--- config.mk ---
export PLATFORM = sky130hd
export DESIGN_NAME = counter_seq_ctrl
export DESIGN_NICKNAME = d
export VERILOG_FILES = /design/src/rtl/counter_pkg.sv /design/src/rtl/counter_seq_ctrl_count3_en.sv /design/src/rtl/counter_seq_ctrl.sv
export SDC_FILE = /design/constraint.sdc
export NUM_CORES = 1
export LEC_CHECK = 0
export ABC_AREA = 1
export CORE_MARGIN = 3
export CORE_UTILIZATION = 48
export DETAILED_ROUTE_END_ITERATION = 7
export PLACE_DENSITY_LB_ADDON = 0.15
export SLEW_MARGIN = 10
export SYNTH_ARGS = -nofsm -noshare
export SYNTH_HDL_FRONTEND = slang
export SYNTH_SLANG_ARGS = --single-unit
--- constraint.sdc ---
create_clock -name clk -period 1.75 [get_ports clk]
set_input_delay 0.35 -clock clk [delete_from_list [all_inputs] [get_ports clk]]
set_output_delay 0.35 -clock clk [all_outputs]
set_load 0.01 [all_outputs]
--- src/rtl/counter_pkg.sv ---
// Shared types and constants for the run/stop counter controller.
package counter_pkg;

  localparam int CNT_W   = 3;
  localparam int PRESC_W = 8;

  typedef enum logic [1:0] {
    IDLE  = 2'd0,
    RUN   = 2'd1,
    PAUSE = 2'd2,
    DONE  = 2'd3
  } state_t;

  function automatic logic state_is_busy(input state_t s);
    return (s == RUN) || (s == PAUSE);
  endfunction

endpackage

--- src/rtl/counter_seq_ctrl_count3_en.sv ---
// Counter datapath: synchronous clear has priority over enable.
import counter_pkg::*;

module count3_en #(
  parameter int WIDTH = CNT_W
) (
  input  logic             clk,
  input  logic             rstn,
  input  logic             en,
  input  logic             clr,
  output logic [WIDTH-1:0] q
);

  always_ff @(posedge clk) begin
    if (!rstn) begin
      q <= '0;
    end else if (clr) begin
      q <= '0;
    end else if (en) begin
      q <= q + WIDTH'(1);
    end
  end

endmodule

--- src/rtl/counter_seq_ctrl.sv ---
// Run/stop controller: prescaler, command FSM and terminal-count handling for the counter.
import counter_pkg::*;

module counter_seq_ctrl #(
  parameter int DIV   = 4,
  parameter int WIDTH = CNT_W
) (
  input  logic             clk,
  input  logic             rstn,
  input  logic             start,
  input  logic             stop,
  input  logic             clear,
  input  logic             mode,
  input  logic [WIDTH-1:0] limit,
  output logic [WIDTH-1:0] q,
  output logic             busy,
  output logic             done,
  output logic             wrap,
  output state_t           state_dbg
);

  state_t               state, state_next;
  logic [PRESC_W-1:0]   presc, presc_next;
  logic [WIDTH-1:0]     lim_r;
  logic                 mode_r;
  logic                 load;
  logic                 cnt_en, cnt_clr;
  logic                 done_next, wrap_next;
  logic                 tick;

  // A tick is only ever taken while running; PAUSE time never advances the prescaler.
  assign tick = (state == RUN) && (presc == PRESC_W'(DIV - 1));

  always_ff @(posedge clk) begin
    if (!rstn) begin
      state  <= IDLE;
      presc  <= '0;
      lim_r  <= '0;
      mode_r <= 1'b0;
      done   <= 1'b0;
      wrap   <= 1'b0;
    end else begin
      state <= state_next;
      presc <= presc_next;
      done  <= done_next;
      wrap  <= wrap_next;
      if (load) begin
        lim_r  <= limit;
        mode_r <= mode;
      end
    end
  end

  always_comb begin
    state_next = state;
    presc_next = presc;
    load       = 1'b0;
    cnt_en     = 1'b0;
    cnt_clr    = 1'b0;
    done_next  = 1'b0;
    wrap_next  = 1'b0;
    case (state)
      IDLE: begin
        if (clear) begin
          cnt_clr = 1'b1;
        end else if (start) begin
          state_next = RUN;
          presc_next = '0;
          load       = 1'b1;
          cnt_clr    = 1'b1;
        end
      end
      RUN: begin
        if (clear) begin
          state_next = IDLE;
          presc_next = '0;
          cnt_clr    = 1'b1;
        end else if (stop) begin
          state_next = PAUSE;
        end else if (tick) begin
          presc_next = '0;
          if (q != lim_r) begin
            cnt_en = 1'b1;
          end else if (!mode_r) begin
            state_next = DONE;
            done_next  = 1'b1;
          end else begin
            cnt_clr   = 1'b1;
            wrap_next = 1'b1;
          end
        end else begin
          presc_next = presc + PRESC_W'(1);
        end
      end
      PAUSE: begin
        // Resume keeps the frozen prescaler so a partial tick is not lost.
        if (clear) begin
          state_next = IDLE;
          presc_next = '0;
          cnt_clr    = 1'b1;
        end else if (start) begin
          state_next = RUN;
        end
      end
      DONE: begin
        if (clear) begin
          state_next = IDLE;
          presc_next = '0;
          cnt_clr    = 1'b1;
        end else if (start) begin
          state_next = RUN;
          presc_next = '0;
          load       = 1'b1;
          cnt_clr    = 1'b1;
        end
      end
      default: begin
        state_next = IDLE;
        presc_next = '0;
        cnt_clr    = 1'b1;
      end
    endcase
  end

  count3_en #(.WIDTH(WIDTH)) u_count (
    .clk  (clk),
    .rstn (rstn),
    .en   (cnt_en),
    .clr  (cnt_clr),
    .q    (q)
  );

  assign busy      = state_is_busy(state);
  assign state_dbg = state;

endmodule

==> results_dict.tcl, run 1 <==
set metrics [dict create \
    worst_slew_pin_slew_ns 0.288 \
    synth_warnings 0 \
    r2r_start "state_dbg[1]$_SDFFE_PN0P_" \
    areaGrowthSynthToFinish_pct 22.6 \
    slowest_stage "clkdlybuf4s50_1" \
    skew_ns 0.00653 \
    worstSkewPairLatency_ns 0.29 \
    rsz0062_at_grt "no" \
    grt_max_degree 11 \
    row_count 18 \
    synth_common_cells "nand2_1, inv_1, dfxtp_1, nor2_1" \
    die_y_um 57.8 \
    hold_path_class "flop to flop" \
    syn_area_sq_um 1290 \
    reg2regPathDepth 9 \
    yosysSeqAreaShare 0.295 \
    syn_avg_cell_area_sq_um 6.97 \
    synth.top_cell.area_share 0.295 \
    synth_edf_count 0 \
    endpoint_kind "output pin" \
    drv_slew 0 \
    clk_path_buf_depth 2 \
    antenna_found_initial 0 \
    via_per_inst 5.24 \
    cts-htree-levels 1 \
    cts_tree "built" \
    syn_nets 201 \
    synth_cell_types 28 \
    gr-total-overflow 0 \
    numCtsBuffers 3 \
    outcome "finished clean" \
    cp_top_family "buffers and inverters" \
    grt_pass1_wl_mm 5.33 \
    hold_path_depth 2 \
    slowest_delay_ns 0.54 \
    fmax_ghz 0.601 \
    power.leakage_uw 0.000653 \
    ys_ff_latch 19 \
    place_area_sq_um 1540 \
    cts.sinks 19 \
    drv_cap 0 \
    crit_start "state_dbg[0]$_SDFFE_PN0P_" \
    ant_nets 0 \
    synth_largest_area_cell "dfxtp_1" \
    antennaDiodeCount 0 \
    routed_wl_mm 3.00 \
    synthTopCellsByArea "dfxtp_1, nand2_1, inv_1" \
    grt_usage 0.201 \
    synth_cells 185 \
    nNetsFinal 229 \
    wire_per_inst_um 12.4 \
    min_period_ns 1.66 \
    cts_setup_buffers 0 \
    min_period_over_period 0.951 \
    cts_root_buf "clkbuf_4" \
    cp.arrival_ns 1.31 \
    hold_viol 0 \
    start_util 0.511 \
    initialDrtViolationCount 99 \
    p_per_area_nw_per_um2 586 \
    synth.most_common_cell "nand2_1" \
    setup_viol 0 \
    path_class "flop to output pin" \
    place.gp.congestion 0.961 \
    hold_start "lim_r[2]$_SDFFE_PN0P_" \
    crit_fanout 4 \
    cp-start-kind "flop" \
    drc_errors 0 \
    core_sq_um 2520 \
    vias 1268 \
    io_pins 17 \
    first_pass_iters 4 \
    dieArea_sq_um 3350 \
    post_route_cells_drive_above_1_share 0.170 \
    hpwl_mm 2.39 \
    required_ns 1.40 \
    path_cells "buf_4 -> clkdlybuf4s50_1" \
    fin_hold_ws_ns 0.482 \
    synthFlopType "dfxtp_1" \
    synthArstFlopShare 0 \
    final_cell_area_sq_um 1580 \
    ir_drop_v 0.000407 \
    die_w_um 57.8 \
    path_depth 2 \
    relSlewSlack 0.808 \
    path_clk_slew_ns 0.11 \
    worstPathBufferInverterCount 2 \
    io_buffers 16 \
    grt_pass1_vias 1208 \
]
[where the power goes]
part           internal (uW)  switching [uW]
sequential               450            17.0
combinational           90.6             143
clock                   88.5             137
[worst reg2reg max path: stages, from the launching register on]
cell     delay [ns]
dfxtp_1        0.33
inv_1          0.12
ha_1           0.24
inv_2          0.09
nor2_4         0.10
inv_2          0.06
nor3_4         0.22
buf_4          0.15
nand3_1        0.06
a21oi_1        0.14
[layout make-up]
| class | count | area, sq um |
|---|---|---|
| clock buffer | 4 | 26.3 |
| sequential | 19 | 382 |
| multi-input combinational | 133 | 793 |
| inverter | 31 | 116 |
| fill | 243 | 941 |
| tap | 30 | 37.5 |
| timing repair buffer | 25 | 226 |
[state kept, by name, summed over array words and instances (netlist names)]
signal     count
done           1
state_dbg      2
presc          8
mode_r         1
wrap           1
u_count.q      3
lim_r          3
[through the flow]
stage          TNS, ns  setup WS [ns]  utilization  instances  total power, uW
2_1_floorplan        0          0.206            -        185              619
3_3_place_gp   -0.0797        -0.0209        0.612        238              699
3_5_place_dp    -0.293        -0.0594        0.612        238              703
4_1_cts              0         0.0141        0.622        242              924
5_1_grt              0         0.0188        0.627        242              998
6_report             0         0.0861        0.627        242              926
[logic make-up (layout without fill, tap and decap cells)]
logic type	after synthesis	count (layout)	share of synthesized area
AOI/OAI and AO/OA	38	38	0.165
xor gates and xnor gates	4	4	0.0272
adders and majority gates	7	7	0.0679
buffers and inverters	33	60	0.0999
DFF	19	19	0.295
and+or+nand+nor	84	84	0.345
[worst paths after layout]
check / end / slack [ns]
hold reg to reg: lim_r[2]$_SDFFE_PN0P_ / 0.48
hold / removal: lim_r[2]$_SDFFE_PN0P_ / 0.48
setup reg to reg: presc[5]$_SDFFE_PN0P_ / 0.17
setup / recovery: state_dbg[0] / 0.09
[per-layer routing]
metal  track usage  wire length, um  up-vias
li1              -                -      663
met1         0.294             1430      560
met2         0.295             1330       41
met3        0.0312              202        4
met4        0.0762               35        0
met5             0                0        -
[what timing repair did]
action,in CTS,in global routing
hold buffers,0,0
cloned,0,0
gates resized for setup,1,2
setup endpoints to repair,1,2
[cell usage in the layout, fill, tap and decap left out, types with 6 or more instances in the layout]
cell / synthesis / final
nand2_1: 34 / 34
inv_1: 24 / 24
dfxtp_1: 19 / 18
nor2_1: 15 / 15
clkdlybuf4s50_1: 0 / 15
nand3_1: 14 / 14
o21ai_0: 14 / 14
a21oi_1: 13 / 13
buf_4: 1 / 9
inv_2: 7 / 7
ha_1: 7 / 6
Power figures use the tool's default switching activity.
==> run 2, diff against run 1 <==
Settings changed: PLACE_DENSITY from default to 0.83, PLACE_DENSITY_LB_ADDON 0.15 to default, TNS_END_PERCENT from default to 100.
==> run 2 against run 1 <==
Clock skew about the same. Critical path depth unchanged. Combinational power about the same. Via count up 1.0%. First-iteration DRC count down 49%. Utilization unchanged. Hold slack better by 0.0026 ns. Final cell count unchanged. Critical path type unchanged. Critical endpoint unchanged. Largest cell class unchanged. Largest power group unchanged. Highest routed layer unchanged.
==> results_dict.tcl, run 2 (same netlist as run 1, synthesis figures left out) <==
set metrics [dict create \
    hold_viol 0 \
    outcome "finished clean" \
    endpoint_kind "output pin" \
    drv_cap 0 \
    clk_path_buf_depth 2 \
    worstPathBufferInverterCount 2 \
    final_common_cell "nand2_1" \
    largest_reg_flops 8 \
    die_w_um 57.8 \
    ir_drop_v 0.000417 \
    p_per_area_nw_per_um2 590 \
    ant_nets 0 \
    swShare 0.327 \
    finalNonFillerCells 242 \
    io_pins 17 \
    grt_usage 0.178 \
    r2r_start "state_dbg[0]$_SDFFE_PN0P_" \
    cts_tree "built" \
    initialDrtViolationCount 50 \
    required_ns 1.40 \
    routed_wl_mm 2.81 \
    hold_path_class "flop to flop" \
    cts-htree-levels 1 \
    setup_viol 0 \
    path_clk_slew_ns 0.12 \
    skew_ns 0.00680 \
    dp.cells 238 \
    cp.arrival_ns 1.34 \
    path_class "flop to output pin" \
    vias 1281 \
    drt-met1-wl_mm 1.36 \
    grt_pass1_vias 1082 \
    power_frac_clock 0.250 \
    min_period_over_period 0.968 \
    grt_pass1_wl_mm 4.78 \
    place.gp.congestion 0.913 \
    core_sq_um 2520 \
    antennaDiodeCount 0 \
    maxUsedRoutingLayer "met4" \
    cp-start-kind "flop" \
    worst_slew_pin_slew_ns 0.302 \
    top_register "presc" \
    post-route-util 0.627 \
    die_y_um 57.8 \
    drv_slew 0 \
    p_switching_uw 305 \
    p_comb_frac 0.251 \
    rsz0062_at_grt "no" \
    slowest_stage "clkdlybuf4s50_1" \
    dr_wl_met3_um 161 \
    dr_wl_met2_mm 1.25 \
    first_pass_iters 4 \
    antenna_found_initial 0 \
    cts.sinks 19 \
    fill_cells 223 \
    row_count 18 \
    wire_per_inst_um 11.6 \
    path_cells "buf_4 -> clkdlybuf4s50_1" \
    hpwl_mm 2.24 \
    grt_max_degree 12 \
    areaGrowthSynthToFinish_pct 22.6 \
    timing.rr.end "presc[0]$_SDFFE_PN0P_" \
    start_util 0.511 \
    post_route_cells_drive_above_1_share 0.170 \
    drc_errors 0 \
    crit_start "state_dbg[0]$_SDFFE_PN0P_" \
    crit_end "state_dbg[0]" \
    worstSkewPairLatency_ns 0.31 \
    cp_top_family "buffers and inverters" \
    path_depth 2 \
    io_buffers 16 \
    ff2ff_setup_slack_ns 0.10 \
    dieArea_sq_um 3350 \
    gr-total-overflow 0 \
    hold_start "lim_r[2]$_SDFFE_PN0P_" \
    min_period_ns 1.69 \
    reg2regPathDepth 10 \
    via_per_inst 5.29 \
    crit_fanout 5 \
    top_regs "presc (8), lim_r (3), u_count.q (3)" \
    fin_total_pwr_uw 933 \
    intPower_uw 628 \
    seq_power_share 0.500 \
    slowest_delay_ns 0.53 \
    final_cell_mix "nand2_1, inv_1, dfxtp_1, nor2_1, clkdlybuf4s50_1" \
    numCtsBuffers 3 \
    fmax_ghz 0.590 \
    cts_root_buf "clkbuf_4" \
    tns_ns 0 \
    relSlewSlack 0.798 \
    power.leakage_uw 0.000651 \
    nNetsFinal 229 \
]
==> run 2: cell count changes in the layout (fill, tap and decap cells not counted), sizes merged <==
cell	previous run	this run
clkbuf	4	3
clkinv	0	1
==> run 2: power by group through the flow <==
stage | clock network (uW) | logic, uW | registers, uW
final | 233 | 234 | 466
after global routing | 253 | 260 | 469
after CTS | 238 | 228 | 466
after detailed placement | 0 | 228 | 476
after global placement | 0 | 224 | 475
after floorplan | 0 | 144 | 475
==> run 2: how the worst min path moves through the flow <==
stage / cells past startpoint / slack, ns / endpoint
2_1_floorplan: 2 / 0.43 / lim_r[2]$_SDFFE_PN0P_
3_3_place_gp: 2 / 0.45 / lim_r[2]$_SDFFE_PN0P_
3_5_place_dp: 2 / 0.47 / lim_r[2]$_SDFFE_PN0P_
4_1_cts: 2 / 0.48 / lim_r[2]$_SDFFE_PN0P_
5_1_grt: 2 / 0.52 / lim_r[2]$_SDFFE_PN0P_
6_report: 2 / 0.49 / lim_r[2]$_SDFFE_PN0P_
==> run 2: cell type report <==
class / count / area [sq um] / share of cell area
multi-input combinational: 133 / 793 / 0.502
sequential: 19 / 380 / 0.241
timing repair buffer: 25 / 226 / 0.143
inverter: 31 / 116 / 0.0736
tap: 30 / 37.5 / 0.0237
clock buffer: 3 / 22.5 / 0.0142
clock inverter: 1 / 5.00 / 0.00316
==> run 2: stage by stage <==
stage | cell area (sq um) | worst slack (ns) | hold WS, ns
global route | 1580 | 0.0233 | 0.522
floorplan | 1290 | 0.206 | 0.435
CTS | 1570 | 0.00147 | 0.483
global placement | 1540 | -0.0637 | 0.447
finish | 1580 | 0.0557 | 0.485
detailed placement | 1540 | -0.0827 | 0.465
==> run 2: what timing repair did <==
action	CTS	global route
pin swaps	0	1
gates resized for setup	1	1
hold buffers	0	0
setup buffers	0	0
setup endpoints to repair	1	2
==> run 2: worst register-to-register path: stages, from the launching register on <==
cell and delay, ns:
dfxtp_1 0.33, buf_4 0.15, ha_1 0.24, inv_2 0.13, nor2_4 0.05, nand2_1 0.10
nand3_4 0.13, a21oi_4 0.19, inv_2 0.07, o21ai_2 0.10, a21oi_1 0.05
==> run 2: per-layer routing <==
| layer | global-route usage | vias up |
|---|---|---|
| li1 | - | 656 |
| met1 | 0.263 | 574 |
| met2 | 0.265 | 46 |
| met3 | 0.0245 | 5 |
| met4 | 0.0629 | 0 |
| met5 | 0 | - |
